===== src/rtl/lieat_ifu_npc_pkg.sv =====
// Shared definitions for the IFU next-PC sequencer: datapath width, reset PC,
// FSM state encoding, target-mux selector and the CSR indices it reads.
`ifndef XLEN
`define XLEN 32
`endif

package lieat_ifu_npc_pkg;

  localparam int unsigned       XLEN      = `XLEN;
  localparam logic [XLEN-1:0]   RESET_PC  = 32'h8000_0000;
  localparam logic [11:0]       CSR_MTVEC = 12'h305;
  localparam logic [11:0]       CSR_MEPC  = 12'h341;

  // Sequencer states: IDLE resolves single-cycle classes; the others wait on
  // the regfile, the CSR file or the fence.i drain.
  typedef enum logic [1:0] {
    ST_IDLE        = 2'd0,
    ST_RS1_WAIT    = 2'd1,
    ST_CSR_WAIT    = 2'd2,
    ST_FENCEI_WAIT = 2'd3
  } npc_state_e;

  // Which target the combinational mux produces.
  typedef enum logic [1:0] {
    TGT_SEQ    = 2'd0,  // pc + 4
    TGT_PC_IMM = 2'd1,  // pc + imm
    TGT_JALR   = 2'd2,  // (base + imm) & ~1
    TGT_CSR    = 2'd3   // csr_data & ~3
  } tgt_sel_e;

endpackage


===== src/rtl/lieat_ifu_npc_tgt.sv =====
// Combinational next-PC target generator. All adds wrap modulo 2^XLEN.
module lieat_ifu_npc_tgt #(
  parameter int unsigned XLEN = lieat_ifu_npc_pkg::XLEN
) (
  input  lieat_ifu_npc_pkg::tgt_sel_e sel,
  input  logic [XLEN-1:0]             pc,
  input  logic [XLEN-1:0]             imm,
  input  logic [XLEN-1:0]             base,
  input  logic [XLEN-1:0]             csr_data,
  output logic [XLEN-1:0]             target
);
  import lieat_ifu_npc_pkg::*;

  localparam logic [XLEN-1:0] FOUR      = XLEN'(3'd4);
  localparam logic [XLEN-1:0] MASK_BIT0 = ~XLEN'(1'b1);
  localparam logic [XLEN-1:0] MASK_BIT1 = ~XLEN'(2'd3);

  logic [XLEN-1:0] pc_plus4_s;
  logic [XLEN-1:0] pc_imm_s;
  logic [XLEN-1:0] base_imm_s;

  assign pc_plus4_s = pc + FOUR;
  assign pc_imm_s   = pc + imm;
  assign base_imm_s = base + imm;

  // Select the resolved target, applying jalr/CSR alignment masks.
  always_comb begin
    target = pc_plus4_s;
    case (sel)
      TGT_SEQ:    target = pc_plus4_s;
      TGT_PC_IMM: target = pc_imm_s;
      TGT_JALR:   target = base_imm_s & MASK_BIT0;
      TGT_CSR:    target = csr_data & MASK_BIT1;
      default:    target = pc_plus4_s;
    endcase
  end

endmodule


===== src/rtl/lieat_ifu_npc_ctrl.sv =====
// IFU next-PC sequencer: resolves the fetch target for each instruction,
// sequences jalr/CSR/fence.i waits and registers the result for decode.
module lieat_ifu_npc_ctrl #(
  parameter int unsigned     XLEN     = lieat_ifu_npc_pkg::XLEN,
  parameter logic [XLEN-1:0] RESET_PC = lieat_ifu_npc_pkg::RESET_PC
) (
  input  logic            clock,
  input  logic            reset,
  input  logic            i_valid,
  output logic            i_ready,
  input  logic [XLEN-1:0] i_inst,
  input  logic [XLEN-1:0] i_pc,
  input  logic            dec_jal,
  input  logic            dec_jalr,
  input  logic            dec_bxx,
  input  logic            dec_csr,
  input  logic [11:0]     dec_csridx,
  input  logic            dec_fencei,
  input  logic [XLEN-1:0] dec_immb,
  input  logic [4:0]      dec_rs1,
  output logic [4:0]      rf_rd_idx,
  input  logic [XLEN-1:0] rf_rd_data,
  input  logic            rf_busy,
  output logic            csr_rd_req,
  output logic [11:0]     csr_rd_idx,
  input  logic            csr_rd_ack,
  input  logic [XLEN-1:0] csr_rd_data,
  output logic            fencei_req,
  input  logic            fencei_done,
  input  logic            flush_valid,
  input  logic [XLEN-1:0] flush_pc,
  output logic [XLEN-1:0] fetch_pc,
  output logic            o_valid,
  input  logic            o_ready,
  output logic [XLEN-1:0] o_inst,
  output logic [XLEN-1:0] o_pc,
  output logic            o_pred_taken,
  output logic [XLEN-1:0] o_pred_pc
);
  import lieat_ifu_npc_pkg::*;

  npc_state_e      state_r;
  npc_state_e      state_nxt_s;
  tgt_sel_e        tgt_sel_s;
  logic            taken_s;
  logic            resolve_s;
  logic            csr_start_s;
  logic            fencei_start_s;
  logic            slot_free_s;
  logic            rs1_ready_s;
  logic            csr_ack_s;
  logic            fencei_done_s;
  logic [XLEN-1:0] jalr_base_s;
  logic [XLEN-1:0] csr_data_s;
  logic [XLEN-1:0] target_s;
  logic            csr_have_r;     // ack seen while downstream was stalled
  logic [XLEN-1:0] csr_data_r;
  logic            fencei_done_r;  // drain finished while downstream was stalled

  assign slot_free_s   = ~o_valid | o_ready;
  assign rf_rd_idx     = dec_rs1;
  assign rs1_ready_s   = (dec_rs1 == 5'd0) | ~rf_busy;
  assign jalr_base_s   = (dec_rs1 == 5'd0) ? {XLEN{1'b0}} : rf_rd_data;
  // Acks/dones only count while our request is still outstanding.
  assign csr_ack_s     = csr_rd_ack & csr_rd_req;
  assign fencei_done_s = fencei_done & fencei_req;
  assign csr_data_s    = csr_have_r ? csr_data_r : csr_rd_data;
  assign i_ready       = resolve_s;

  lieat_ifu_npc_tgt #(.XLEN(XLEN)) u_tgt (
    .sel      (tgt_sel_s),
    .pc       (i_pc),
    .imm      (dec_immb),
    .base     (jalr_base_s),
    .csr_data (csr_data_s),
    .target   (target_s)
  );

  // Next-state, target selection and resolve decision; flush overrides all.
  always_comb begin
    state_nxt_s    = state_r;
    tgt_sel_s      = TGT_SEQ;
    taken_s        = 1'b0;
    resolve_s      = 1'b0;
    csr_start_s    = 1'b0;
    fencei_start_s = 1'b0;
    if (flush_valid) begin
      state_nxt_s = ST_IDLE;
    end else begin
      case (state_r)
        ST_IDLE: begin
          if (!i_valid) begin
            state_nxt_s = ST_IDLE;
          end else if (dec_csr) begin
            csr_start_s = 1'b1;
            state_nxt_s = ST_CSR_WAIT;
          end else if (dec_fencei) begin
            fencei_start_s = 1'b1;
            state_nxt_s    = ST_FENCEI_WAIT;
          end else if (dec_jalr) begin
            tgt_sel_s = TGT_JALR;
            taken_s   = 1'b1;
            if (rs1_ready_s) begin
              resolve_s = slot_free_s;
            end else begin
              state_nxt_s = ST_RS1_WAIT;
            end
          end else if (dec_jal) begin
            tgt_sel_s = TGT_PC_IMM;
            taken_s   = 1'b1;
            resolve_s = slot_free_s;
          end else if (dec_bxx) begin
            // Static prediction: backward branches taken.
            if (dec_immb[XLEN-1]) begin
              tgt_sel_s = TGT_PC_IMM;
              taken_s   = 1'b1;
            end else begin
              tgt_sel_s = TGT_SEQ;
              taken_s   = 1'b0;
            end
            resolve_s = slot_free_s;
          end else begin
            resolve_s = slot_free_s;
          end
        end
        ST_RS1_WAIT: begin
          tgt_sel_s = TGT_JALR;
          taken_s   = 1'b1;
          if (i_valid && rs1_ready_s && slot_free_s) begin
            resolve_s   = 1'b1;
            state_nxt_s = ST_IDLE;
          end else begin
            state_nxt_s = ST_RS1_WAIT;
          end
        end
        ST_CSR_WAIT: begin
          tgt_sel_s = TGT_CSR;
          taken_s   = 1'b1;
          if (i_valid && (csr_ack_s || csr_have_r) && slot_free_s) begin
            resolve_s   = 1'b1;
            state_nxt_s = ST_IDLE;
          end else begin
            state_nxt_s = ST_CSR_WAIT;
          end
        end
        ST_FENCEI_WAIT: begin
          tgt_sel_s = TGT_SEQ;
          taken_s   = 1'b0;
          if (i_valid && (fencei_done_s || fencei_done_r) && slot_free_s) begin
            resolve_s   = 1'b1;
            state_nxt_s = ST_IDLE;
          end else begin
            state_nxt_s = ST_FENCEI_WAIT;
          end
        end
        default: state_nxt_s = ST_IDLE;
      endcase
    end
  end

  // State, fetch PC and decode-side output register with valid/ready handshake.
  always_ff @(posedge clock) begin
    if (reset) begin
      state_r      <= ST_IDLE;
      fetch_pc     <= RESET_PC;
      o_valid      <= 1'b0;
      o_inst       <= {XLEN{1'b0}};
      o_pc         <= {XLEN{1'b0}};
      o_pred_taken <= 1'b0;
      o_pred_pc    <= {XLEN{1'b0}};
    end else if (flush_valid) begin
      state_r  <= ST_IDLE;
      fetch_pc <= flush_pc;
      o_valid  <= 1'b0;
    end else begin
      state_r <= state_nxt_s;
      if (resolve_s) begin
        fetch_pc     <= target_s;
        o_valid      <= 1'b1;
        o_inst       <= i_inst;
        o_pc         <= i_pc;
        o_pred_taken <= taken_s;
        o_pred_pc    <= target_s;
      end else if (o_ready) begin
        o_valid <= 1'b0;
      end
    end
  end

  // CSR and fence.i request lines plus their stalled-completion latches.
  always_ff @(posedge clock) begin
    if (reset || flush_valid) begin
      csr_rd_req    <= 1'b0;
      fencei_req    <= 1'b0;
      csr_have_r    <= 1'b0;
      fencei_done_r <= 1'b0;
      if (reset) begin
        csr_rd_idx <= 12'h000;
        csr_data_r <= {XLEN{1'b0}};
      end
    end else begin
      if (csr_start_s) begin
        csr_rd_req <= 1'b1;
        csr_rd_idx <= dec_csridx;
      end else if (csr_ack_s) begin
        csr_rd_req <= 1'b0;
      end
      if (resolve_s) begin
        csr_have_r <= 1'b0;
      end else if (csr_ack_s) begin
        csr_have_r <= 1'b1;
        csr_data_r <= csr_rd_data;
      end
      if (fencei_start_s) begin
        fencei_req <= 1'b1;
      end else if (fencei_done_s) begin
        fencei_req <= 1'b0;
      end
      if (resolve_s) begin
        fencei_done_r <= 1'b0;
      end else if (fencei_done_s) begin
        fencei_done_r <= 1'b1;
      end
    end
  end

endmodule

===== config.mk =====
export PLATFORM = sky130hd
export DESIGN_NAME = lieat_ifu_npc_ctrl
export DESIGN_NICKNAME = d
export VERILOG_FILES = /design/src/rtl/lieat_ifu_npc_pkg.sv /design/src/rtl/lieat_ifu_npc_tgt.sv /design/src/rtl/lieat_ifu_npc_ctrl.sv
export SDC_FILE = /design/constraint.sdc
export NUM_CORES = 1
export LEC_CHECK = 0
export CAP_MARGIN = 20
export CORE_ASPECT_RATIO = 0.9
export CORE_MARGIN = 2
export CORE_UTILIZATION = 32
export CTS_BUF_LIST = sky130_fd_sc_hd__clkbuf_4 sky130_fd_sc_hd__clkbuf_8
export CTS_CLUSTER_DIAMETER = 50
export DETAILED_ROUTE_END_ITERATION = 8
export GPL_TIMING_DRIVEN = 1
export HOLD_SLACK_MARGIN = 0.15
export PLACE_DENSITY = 0.7
export SLEW_MARGIN = 20
export SYNTH_ARGS = -nofsm -noshare
export SYNTH_HDL_FRONTEND = slang
export SYNTH_SLANG_ARGS = --single-unit

===== constraint.sdc =====
create_clock -name clock -period 5.72 [get_ports clock]
set_input_delay 1.144 -clock clock [delete_from_list [all_inputs] [get_ports clock]]
set_output_delay 1.144 -clock clock [all_outputs]
set_load 0.01 [all_outputs]

; ---- After elaboration in Yosys (flattened, before gate mapping)
; Index checks and enable logic that the tools add are counted.
[word_totals]
ff_bits = 180
wordCells = 121
output_inout_bits = 150
[op_classes]
reduce_logical = 25
add_sub_neg = 3
muxes = 63
bitwise = 7
n_eq_ne = 10
[ops]
columns = op, count
row1 = two-way mux 32 bit, 8
row2 = case mux 32 bit (4 select lines), 1
row3 = adder 32 bit, 2
row4 = two-way mux 12 bit, 3
row5 = two-way mux 1 bit, 35
row6 = "adder 32 x 3 -> 32 bit, second input constant", 1
row7 = two-way mux 2 bit, 12
row8 = case mux 2 bit (4 select lines), 2
row9 = nonzero test 2 bit, 6
row10 = "inequality test 5 bit, second input constant", 2
row11 = "== test 2 bit, second input constant", 4
row12 = logical AND 1 bit, 6
row13 = AND reduction 2 bit, 3
row14 = OR reduction 2 bit, 3
row15 = logical NOT 5 bit, 1
row16 = "== test 2 x 1 -> 1 bit, second input constant", 2
row17 = logical NOT 2 bit, 2
row18 = case mux 1 bit (4 select lines), 1
row19 = logical OR 1 bit, 3
row20 = NOT 1 bit, 3
row21 = case mux 1 bit (3 select lines), 1
row22 = AND reduction 3 bit, 1
row23 = bitwise AND 1 bit, 2
row24 = "inequality test 2 x 1 -> 1 bit, second input constant", 1
row25 = 2 further kinds, 3

; ---- Longest topological paths before layout
; Gate-level depths: netlist of run 1.
[logic_depth]
ltp_word = 13
depth_mapped = 15
depth_no_buf = 13

; ---- By module
; From an unflattened synthesis of run 1, not the netlist that was laid out.
[unflattened]
cells_unflattened = 1522
hier_area_um2 = 12918.6
[modules_own_cells]
columns = module, n_inst, area_each_um2, cells_per_inst
row1 = lieat_ifu_npc_ctrl, 1, 8247.9, 880
row2 = lieat_ifu_npc_tgt, 1, 4670.7, 642

; ---- Worst setup path after synthesis of run 1
; No wires, ideal clock.
[synth_path]
kind = in2reg
start = input dec_rs1[0]
end = register o_pred_pc[26]
arrival_ns = 4.405
stages = 15
setup_slack_ns = 1.230
required_time_ns = 5.634
setup_time_ns = 0.086
cell_sequence = or4_4 > or2_1 > buf_2 > clkbuf_1 > and2_1 > ha_1 > clkbuf_1 > nand4_1 > nor2_1 > o2111ai_1 > nand3_1 > a41oi_1 > or4_1 > and4_1 > a211oi_1
[synth_between]
elab_chain_len = 10
elab_cells_between_ends = 16
[synth_lines]
columns = element, line
row1 = "start, declared", lieat_ifu_npc_ctrl.sv:20  ; input logic [4:0] dec_rs1,
row2 = logical NOT 5 bit (*), "lieat_ifu_npc_ctrl.sv:62, lieat_ifu_npc_ctrl.sv:63"
row3 = branches (longest 9 deep; another with adder 32 bit), --
row4 = "end signal, assigned", lieat_ifu_npc_ctrl.sv:170  ; o_pred_pc <= {XLEN{1'b0}};
row5 = "end signal, assigned", lieat_ifu_npc_ctrl.sv:183  ; o_pred_pc <= target_s;
row6 = "end, declared", lieat_ifu_npc_ctrl.sv:38  ; output logic [XLEN-1:0] o_pred_pc
; Every way passes the cells marked *.
; A chain may end at the register's enable or synchronous reset.

; ---- Worst setup path after layout of run 1
[layout_path]
start = input dec_rs1[0]
end = output i_ready
[layout_between]
elab_chain_len = 9
elab_cells_between_ends = 12
[layout_lines]
columns = element, line
row1 = logical NOT 5 bit (*), lieat_ifu_npc_ctrl.sv:62  ; assign rs1_ready_s = (dec_rs1 == 5'd0) | ~rf_busy;
row2 = bitwise OR 1 bit (*), lieat_ifu_npc_ctrl.sv:62
row3 = two-way mux 1 bit, lieat_ifu_npc_ctrl.sv:103  ; if (rs1_ready_s) begin
row4 = two-way mux 1 bit, lieat_ifu_npc_ctrl.sv:100  ; end else if (dec_jalr) begin
row5 = two-way mux 1 bit, lieat_ifu_npc_ctrl.sv:97  ; end else if (dec_fencei) begin
row6 = two-way mux 1 bit, lieat_ifu_npc_ctrl.sv:94  ; end else if (dec_csr) begin
row7 = two-way mux 1 bit, lieat_ifu_npc_ctrl.sv:92  ; if (!i_valid) begin
row8 = case mux 1 bit (4 select lines) (*), lieat_ifu_npc_ctrl.sv:90  ; case (state_r)
row9 = two-way mux 1 bit (*), lieat_ifu_npc_ctrl.sv:87  ; if (flush_valid) begin
row10 = "end, declared", lieat_ifu_npc_ctrl.sv:10  ; output logic i_ready,
; Every way passes the cells marked *; elsewhere a longest branch is shown, timed or not.

==> results of run 1 <==
[layout by cell type, fill, tap and decap left out, drive strengths merged, types with 24 or more instances in the layout]
cell and count:
nor3 24, clkdlybuf4s50 367, nand3 32, dfxtp 136
nand2 232, o21ai 82, nor2 100, xnor2 39
edfxtp 42, and3 28, buf 36, inv 28
a21oi 193, mux2i 37, ha 67, a211oi 32
a21o 34, and2 79
[power by group]
part	total, mW	internal, mW	switching (mW)	leakage (nW)
Clock	0.841	0.333	0.508	0.183
Combinational	0.981	0.443	0.538	4.42
Sequential	1.36	1.34	0.0215	1.53
[synthesized netlist by cell type, types with 24 or more instances]
master,instances,share of area [%]
nand2_1,231,7.0
a21oi_1,193,7.8
dfxtp_1,136,22
nor2_1,100,3.0
o21ai_0,80,3.3
and2_1,79,4.0
ha_1,67,6.8
clkbuf_1,66,2.0
edfxtp_1,42,10
xnor2_1,39,2.8
mux2i_1,37,3.0
a21o_1,34,2.1
nand3_1,32,1.3
a211oi_1,31,1.9
and3_1,28,1.4
nor3_1,24,0.98
[layout make-up]
| class | instances | area share, % |
|---|---|---|
| antenna | 2 | 0.0297 |
| clock buffer | 21 | 1.57 |
| clock inverter | 11 | 0.586 |
| inverter | 25 | 0.564 |
| multi-input combinational | 1253 | 46.6 |
| sequential | 178 | 23.6 |
| tap | 490 | 3.63 |
| timing repair buffer | 403 | 23.4 |
[metrics by stage]
step / hold slack (ps) / utilization [%] / cells
final: 459 / 44.3 / 2383
after global routing: 472 / 44.3 / 2383
after CTS: 458 / 44.2 / 2381
after detailed placement: 442 / 43.3 / 2349
after global placement: 434 / 43.3 / 2349
after floorplan: 467 / - / 1551
[cell families after synthesis]
group	count (synthesis)
simple gates	586
compound gates	495
flops	178
buf+inv	120
fa+ha+maj	69
xor+xnor	62
mux	41
[sequential cells by signal (all words and copies together), names as in the netlist]
name,flops
o_pred_pc,32
state_r,2
o_valid,1
fencei_req,1
fencei_done_r,1
o_pc,32
csr_rd_req,1
o_inst,32
csr_have_r,1
o_pred_taken,1
fetch_pc,32
csr_rd_idx,12
csr_data_r,30
[worst register-to-register path, cell delays in order, from the launching register on]
cell	delay, ps
dfxtp_1	340
inv_1	130
ha_1	600
nor2b_1	130
a31oi_1	630
or3_1	850
o221ai_1	370
o21ai_0	540
buf_4	210
o21ai_0	70
[worst paths after layout]
path                            slack [ps]  cells past startpoint                        end               startpoint
worst min register to register         460                      2       o_pc[0]$_SDFFE_PP0P_     o_pc[0]$_SDFFE_PP0P_
worst max register to register        1710                      9  fetch_pc[18]$_SDFFE_PP0P_  state_r[1]$_SDFFE_PP0P_
worst min-delay path                   460                      2       o_pc[0]$_SDFFE_PP0P_     o_pc[0]$_SDFFE_PP0P_
worst max-delay path                   430                      9                    i_ready               dec_rs1[0]
[layer usage]
metal,routed length [um],track usage (%)
met5,17,0
met4,1120,7.07
met3,4130,4.32
met2,23300,39.9
met1,23400,34.5
==> results.json, run 1 <==
{
  "post_cts_buffers": 0,
  "wl_per_cell_um": 21.8,
  "synth_edf_count": 42,
  "viasPerCell": 5.57,
  "synth_fa_ha_area_share_pct": 7.13,
  "regArea_sq_um": 3980,
  "power_mw": 3.18,
  "gr-usage-all-layers_pct": 25.0,
  "initial_core_util_pct": 32.3,
  "cts_inserted_buffers": 17,
  "drtIter0Drc": 1164,
  "path_class": "in -> out",
  "drive_gt1_share_pct": 5.29,
  "crit_chain": "clkdlybuf4s50_1 -> or4_4 -> or2_1 -> buf_4 -> a31o_4 -> o32ai_4 -> nand2_4 -> clkinv_2 -> clkdlybuf4s50_1",
  "clk_path_buf_depth": 2,
  "clkSlewWorstSetupHoldPaths_ps": 90,
  "grt_setup_unrepaired": "no",
  "slew_viol_final": 0,
  "routabilityCongestion": 0.972,
  "insertion_delay_ps": 480,
  "cts_tree": "yes",
  "irDropWorstVdd_v": 0.000129,
  "leakagePower_nw": 6.14,
  "synth-main-ff-cell": "dfxtp_1",
  "setup_tns_ps": 0,
  "fin_nets": 2169,
  "synthMuxAreaShare_pct": 3.37,
  "cts_resized": 0,
  "cp_num_buf_inv": 4,
  "postSynthCellCount": 1551,
  "crit_slowest_cell": "clkdlybuf4s50_1",
  "multi_input_area_sq_um": 7860,
  "cts_max_level": 4,
  "synth_nets": 1842,
  "cp_max_fo": 18,
  "synth_xor_area_share_pct": 4.41,
  "portBuffers": 369,
  "grt_pass1_vias": 12200,
  "synthArstFlopShare_pct": 0,
  "critPathRequiredTime_ps": 4580,
  "num_rows": 68,
  "worstMarginPinSlew_ps": 981,
  "grt_pass1_wl_um": 75400,
  "period_minus_slack_ps": 5290,
  "drc": 0,
  "max_slew_margin_pct": 34.6,
  "fillers": 3832,
  "slowest_delay_ps": 580,
  "dpl_cell_area_sq_um": 16500,
  "end_kind": "output pin",
  "setup_viol": 0,
  "synth_compound_gate_area_share_pct": 25.6,
  "num_io_pins": 372,
  "worstPathArrival_ps": 4150,
  "fp.dieW_um": 211,
  "syn_avg_cell_area_sq_um": 7.94,
  "startpoint_type": "input pin",
  "grt-ovfl-total": 0,
  "yosysWarnings": 0,
  "firstDrtPassIters": 6,
  "maxCapViolCount": 0,
  "cts_hold_buf": 0,
  "status": "finished, final reports clean",
  "core_sq_um": 38100,
  "synth.distinct_cells": 80,
  "antenna_found_initial": 4,
  "die_h_um": 190,
  "powerDensity_nw_per_um2": 188,
  "grt_max_degree": 92,
  "fmax_ghz": 0.189,
  "skew_ps": 17.8,
  "syn_area_sq_um": 12300,
  "cts_sinks": 178,
  "min_path_type": "reg -> reg",
  "finalHoldViolCount": 0,
  "place_ws_ps": 87.9,
  "hpwl_um": 41400,
  "crit_top_cell": "clkdlybuf4s50_1",
  "vias": 13300,
  "yosysSeqAreaShare_pct": 32.4,
  "synthSimpleGateAreaFrac_pct": 23.0,
  "synth_top_family_by_area": "compound AO/OA/AOI/OAI gates",
  "finalCritPeriodShare_pct": 92.6,
  "areaGrowthSynthToFinish_pct": 37.0,
  "setup_ws_ps": 425,
  "die_area_sq_um": 40100,
  "postRouteWirelength_um": 52000,
  "design_area_sq_um": 16900,
  "clockRootBuffer": "clkbuf_8",
  "postRouteAntennaNets": 0,
  "synth-seq-cells": 178,
  "critPathTopFamily": "buffers and inverters"
}
No activity file was read; power rests on OpenSTA's default activity.
==> inputs of run 2 (changes only) <==
- CELL_PAD_IN_SITES_DETAIL_PLACEMENT: not set -> 2
- CELL_PAD_IN_SITES_GLOBAL_PLACEMENT: not set -> 2
- CORE_UTILIZATION: 32 -> 28
- PLACE_DENSITY: 0.7 -> 0.95
- SETUP_SLACK_MARGIN: not set -> 0.2
==> run 2 against run 1 <==
Effect of this change:
- wire length is 26% higher
- flip-flop and latch count did not move
- sequential power hardly changed
- setup slack improved by 170 ps
- largest cell class unchanged
- clock power grew 7.0%
- power is 5.2% higher
- cell count grew 4.7%
- via count grew 5.7%
- clock skew grew 1.3 ps
- sequential share of layout area is 0.62 points lower
- register-to-register slack got worse by 500 ps
==> results.json, run 2 (synthesis gave the netlist of run 1 again) <==
{
  "cp-startpoint": "dec_rs1[0]",
  "worstPathArrival_ps": 3980,
  "path_class": "in -> out",
  "grt_pass1_vias": 15400,
  "worstMarginPinSlew_ps": 906,
  "multi_input_area_sq_um": 7860,
  "cts_hold_buf": 0,
  "end_kind": "output pin",
  "num_io_pins": 372,
  "firstDrtPassIters": 5,
  "fp.dieW_um": 225,
  "max_slew_margin_pct": 39.4,
  "setup_tns_ps": 0,
  "irDropWorstVdd_v": 0.000139,
  "hpwl_um": 52100,
  "fin_nets": 2215,
  "clk_path_buf_depth": 2,
  "postRouteAntennaNets": 0,
  "status": "finished, final reports clean",
  "post_cts_buffers": 0,
  "setup_viol": 0,
  "cts_max_level": 4,
  "critPathRequiredTime_ps": 4580,
  "die_area_sq_um": 45700,
  "die_h_um": 203,
  "min_path_type": "reg -> reg",
  "clkSlewWorstSetupHoldPaths_ps": 110,
  "cts_sinks": 178,
  "portBuffers": 369,
  "cts_inserted_buffers": 17,
  "clockRootBuffer": "clkbuf_8",
  "final_common_cell": "clkdlybuf4s50_1",
  "cts_resized": 0,
  "startpoint_type": "input pin",
  "num_rows": 72,
  "postRouteWirelength_um": 65600,
  "fillers": 4880,
  "fmax_ghz": 0.195,
  "maxCapViolCount": 0,
  "holdWs_ps": 467,
  "grt-ovfl-total": 0,
  "drc": 0,
  "core_sq_um": 43200,
  "finalHoldViolCount": 0,
  "areaGrowthSynthToFinish_pct": 40.8,
  "antenna_found_initial": 5,
  "drive_gt1_share_pct": 7.59,
  "wl_per_cell_um": 26.3,
  "skew_ps": 19.1,
  "grt_setup_unrepaired": "no",
  "reg2reg_from": "state_r[0]$_SDFFE_PP0P_",
  "hold_start": "o_pc[23]$_SDFFE_PP0P_",
  "finalCritPeriodShare_pct": 89.6,
  "slew_viol_final": 0,
  "cp_max_fo": 8,
  "grt_max_degree": 92,
  "cts_tree": "yes",
  "viasPerCell": 5.62,
  "routabilityCongestion": 0.903,
  "leakagePower_nw": 6.37,
  "period_minus_slack_ps": 5120,
  "gr-usage-all-layers_pct": 28.3,
  "initial_core_util_pct": 28.5,
  "grt_pass1_wl_um": 96700,
  "insertion_delay_ps": 560,
  "powerDensity_nw_per_um2": 193,
  "drtIter0Drc": 935,
  "final_cell_mix": "clkdlybuf4s50_1 (367), nand2_1 (231), a21oi_1 (193), dfxtp_1 (135), nor2_1 (98)",
  "regArea_sq_um": 3990,
  "vias": 14000
}
==> run 2: per-stage QoR <==
step / total power, mW / std cells / cell area [sq um] / util (%) / setup WS, ps
after CTS: 3.36 / 2492 / 17300 / 40.1 / 612
after global placement: 2.40 / 2460 / 17000 / 39.3 / 262
after global routing: 3.49 / 2494 / 17300 / 40.2 / 429
final: 3.34 / 2495 / 17300 / 40.2 / 597
after floorplan: 1.90 / 1551 / 12300 / - / 1230
after detailed placement: 2.45 / 2460 / 17000 / 39.3 / 124
==> run 2: final cells by class <==
| class | count | area share [%] |
|---|---|---|
| antenna | 3 | 0.0433 |
| clock buffer | 18 | 1.39 |
| clock inverter | 14 | 0.715 |
| inverter | 25 | 0.549 |
| multi-input combinational | 1253 | 45.3 |
| sequential | 178 | 23.0 |
| tap | 555 | 4.01 |
| timing repair buffer | 449 | 25.0 |
==> run 2: where the power goes <==
group	switching (mW)	total [mW]	internal, mW	leakage, nW
clock network	0.581	0.900	0.318	0.182
registers	0.0259	1.36	1.34	1.54
logic	0.605	1.08	0.477	4.66
==> run 2: per-layer routing <==
layer / vias up / global-route usage [%] / part of all wire [%]
li1: 6397 / - / -
met1: 7004 / 35.5 / 43
met2: 504 / 47.4 / 47
met3: 111 / 6.51 / 6.7
met4: 4 / 10.2 / 3.1
met5: - / 0 / 0.038
==> run 2: worst paths after layout <==
check	depth (start not counted)	to	slack [ps]
worst max-delay path	9	i_ready	600
worst min-delay path	2	o_pc[23]$_SDFFE_PP0P_	470
worst min register to register	2	o_pc[23]$_SDFFE_PP0P_	470
worst max register to register	10	fetch_pc[27]$_SDFFE_PP0P_	1210
==> run 2: worst max-delay path, stage by stage <==
cell             delay (ps)
clkdlybuf4s50_1         440
or4_4                   560
or2_1                   400
buf_4                   250
a31o_4                  270
o32ai_4                 170
nand2_4                  90
clkinv_2                 70
clkdlybuf4s50_1         580
==> inputs of run 3 (changes only) <==
- CELL_PAD_IN_SITES_DETAIL_PLACEMENT: 2 -> 0
- CELL_PAD_IN_SITES_GLOBAL_PLACEMENT: 2 -> 1
- CORE_UTILIZATION: 28 -> 32
- CTS_BUF_LIST: sky130_fd_sc_hd__clkbuf_4 sky130_fd_sc_hd__clkbuf_8 -> not set
- PLACE_DENSITY: 0.95 -> 0.88
==> run 3 against run 2 <==
Effect of this change:
- setup slack worse by 180 ps
- wire length down 20%
- hold slack worse by 12 ps
- clock power up 32%
- register-to-register slack better by 300 ps
==> results.json, run 3 (synthesis gave the netlist of run 1 again) <==
{
  "hold_start": "o_pred_pc[18]$_SDFFE_PP0P_",
  "skew_ps": 14.1,
  "seq_power_share_pct": 38.4,
  "p_sw_share_pct": 32.7,
  "worstRegToRegCells": 11,
  "pwr-share-comb_pct": 28.1,
  "rrSetupSlack_ps": 1510,
  "fillers": 3777,
  "cts_sinks": 178,
  "diodes": 0,
  "gr-usage-all-layers_pct": 25.5,
  "final_common_cell": "clkdlybuf4s50_1",
  "viasPerCell": 5.57,
  "hold_end": "o_pred_pc[18]$_SDFFE_PP0P_",
  "path_class": "in -> reg",
  "worstPathArrival_ps": 5630,
  "drc": 0,
  "grt-ovfl-total": 0,
  "core_sq_um": 38100,
  "finalHoldViolCount": 0,
  "die_area_sq_um": 40100,
  "slowest_delay_ps": 750,
  "post_cts_buffers": 0,
  "clk_path_buf_depth": 2,
  "grt_max_degree": 68,
  "finalCritPeriodShare_pct": 92.7,
  "cts_resized": 0,
  "wl_per_cell_um": 22.0,
  "cts_max_level": 4,
  "internal_power_mw": 2.38,
  "hold_depth": 2,
  "drtIter0Drc": 1410,
  "clockRootBuffer": "clkbuf_16",
  "crit_slowest_cell": "a2111oi_0",
  "clkSlewWorstSetupHoldPaths_ps": 70,
  "final_cell_mix": "clkdlybuf4s50_1 (367), nand2_1 (231), a21oi_1 (193), dfxtp_1 (135), nor2_1 (99)",
  "status": "finished, final reports clean",
  "period_minus_slack_ps": 5300,
  "postRouteAntennaNets": 0,
  "crit_top_cell": "buf_4",
  "design_area_sq_um": 17100,
  "powerDensity_nw_per_um2": 207,
  "portBuffers": 369,
  "critPathTopFamily": "compound AO/OA/AOI/OAI gates",
  "clkPwrFrac_pct": 33.6,
  "setup_viol": 0,
  "fp.dieW_um": 211,
  "worstMarginPinSlew_ps": 1040,
  "setup_tns_ps": 0,
  "drive_gt1_share_pct": 5.58,
  "maxCapViolCount": 0,
  "die_h_um": 190,
  "cts_tree": "yes",
  "dpl_cell_area_sq_um": 16500,
  "max_slew_margin_pct": 30.3,
  "leakagePower_nw": 6.28,
  "fmax_ghz": 0.189,
  "irDropWorstVdd_v": 0.000196,
  "antenna_found_initial": 0,
  "grt_pass1_vias": 12500,
  "fin_nets": 2177,
  "cp_num_buf_inv": 3,
  "reg2reg_from": "state_r[0]$_SDFFE_PP0P_",
  "areaGrowthSynthToFinish_pct": 39.0,
  "min_path_type": "reg -> reg",
  "firstDrtPassIters": 5,
  "initial_core_util_pct": 32.3,
  "vias": 13300,
  "crit_chain": "clkdlybuf4s50_1 -> or4_4 -> or2_1 -> buf_4 -> and2_1 -> ha_1 -> a21oi_1 -> o21bai_1 -> a21o_1 -> a2111oi_0 -> nor3_1 -> o31ai_1 -> buf_4 -> o211ai_1",
  "cts_hold_buf": 0,
  "postRouteWirelength_um": 52600,
  "insertion_delay_ps": 470,
  "num_rows": 68,
  "startpoint_type": "input pin",
  "cp_max_fo": 20,
  "slew_viol_final": 0,
  "r2r_end": "fetch_pc[17]$_SDFFE_PP0P_",
  "critPathRequiredTime_ps": 6040,
  "switchingPower_mw": 1.16,
  "num_io_pins": 372,
  "hpwl_um": 40900,
  "grt_pass1_wl_um": 76900,
  "cts_inserted_buffers": 17,
  "grt_setup_unrepaired": "no",
  "routabilityCongestion": 0.962,
  "end_kind": "register"
}
==> run 3: changes by cell type in the layout (fill, tap and decap cells not counted), moves of 2 or more <==
cell and delta:
buf_12 -3, clkbuf_16 +18, clkinv_4 -2, buf_4 -35
clkbuf_8 -17, diode_2 -3, clkbuf_1 +2, clkinvlp_4 -2
inv_4 +2
==> run 3: how the worst max path moves through the flow <==
stage               start                          to  depth (start not counted)
6_report       dec_rs1[0]   fetch_pc[28]$_SDFFE_PP0P_                         14
3_3_place_gp   dec_rs1[0]   fetch_pc[28]$_SDFFE_PP0P_                         14
2_1_floorplan  dec_rs1[0]  o_pred_pc[26]$_SDFFE_PP0P_                         15
4_1_cts        dec_rs1[0]   fetch_pc[28]$_SDFFE_PP0P_                         14
5_1_grt        dec_rs1[0]   fetch_pc[13]$_SDFFE_PP0P_                         14
3_5_place_dp   dec_rs1[0]   fetch_pc[28]$_SDFFE_PP0P_                         14
==> run 3: stage by stage <==
step	util [%]	instances	setup slack (ps)	power (mW)	hold slack, ps
2_1_floorplan	-	1551	1230	1.90	467
3_3_place_gp	43.4	2357	153	2.35	431
3_5_place_dp	43.4	2357	118	2.36	444
4_1_cts	44.9	2389	594	3.55	455
5_1_grt	44.9	2389	219	3.70	467
6_report	44.9	2389	417	3.54	454
==> run 3: layout make-up <==
| class | instances | area, sq um | share of cell area (%) |
|---|---|---|---|
| clock buffer | 20 | 458 | 2.68 |
| clock inverter | 12 | 111 | 0.651 |
| inverter | 25 | 95.1 | 0.556 |
| multi-input combinational | 1253 | 7850 | 45.9 |
| sequential | 178 | 3990 | 23.3 |
| tap | 490 | 613 | 3.58 |
| timing repair buffer | 411 | 4000 | 23.4 |
==> run 3: power by group through the flow <==
stage	Sequential [mW]	Clock, mW	Combinational, mW
after floorplan	1.40	0	0.503
after global placement	1.39	0	0.968
after detailed placement	1.39	0	0.973
after CTS	1.36	1.22	0.979
after global routing	1.36	1.26	1.07
final	1.36	1.19	0.994
==> run 3: worst min-delay path: stages (launching register included) <==
cell,delay (ps)
dfxtp_1,320
nand2_1,50
nand2_1,40
==> run 3: routing by layer <==
layer  share of wire (%)  GRT usage, %  wire (um)  up-vias
li1                    -             -          -     6328
met1                  46          35.3      24000     6336
met2                  44          39.8      23000      594
met3                 9.1          6.45       4780       50
met4                 1.6          6.20        865        0
met5                   0             0          0        -
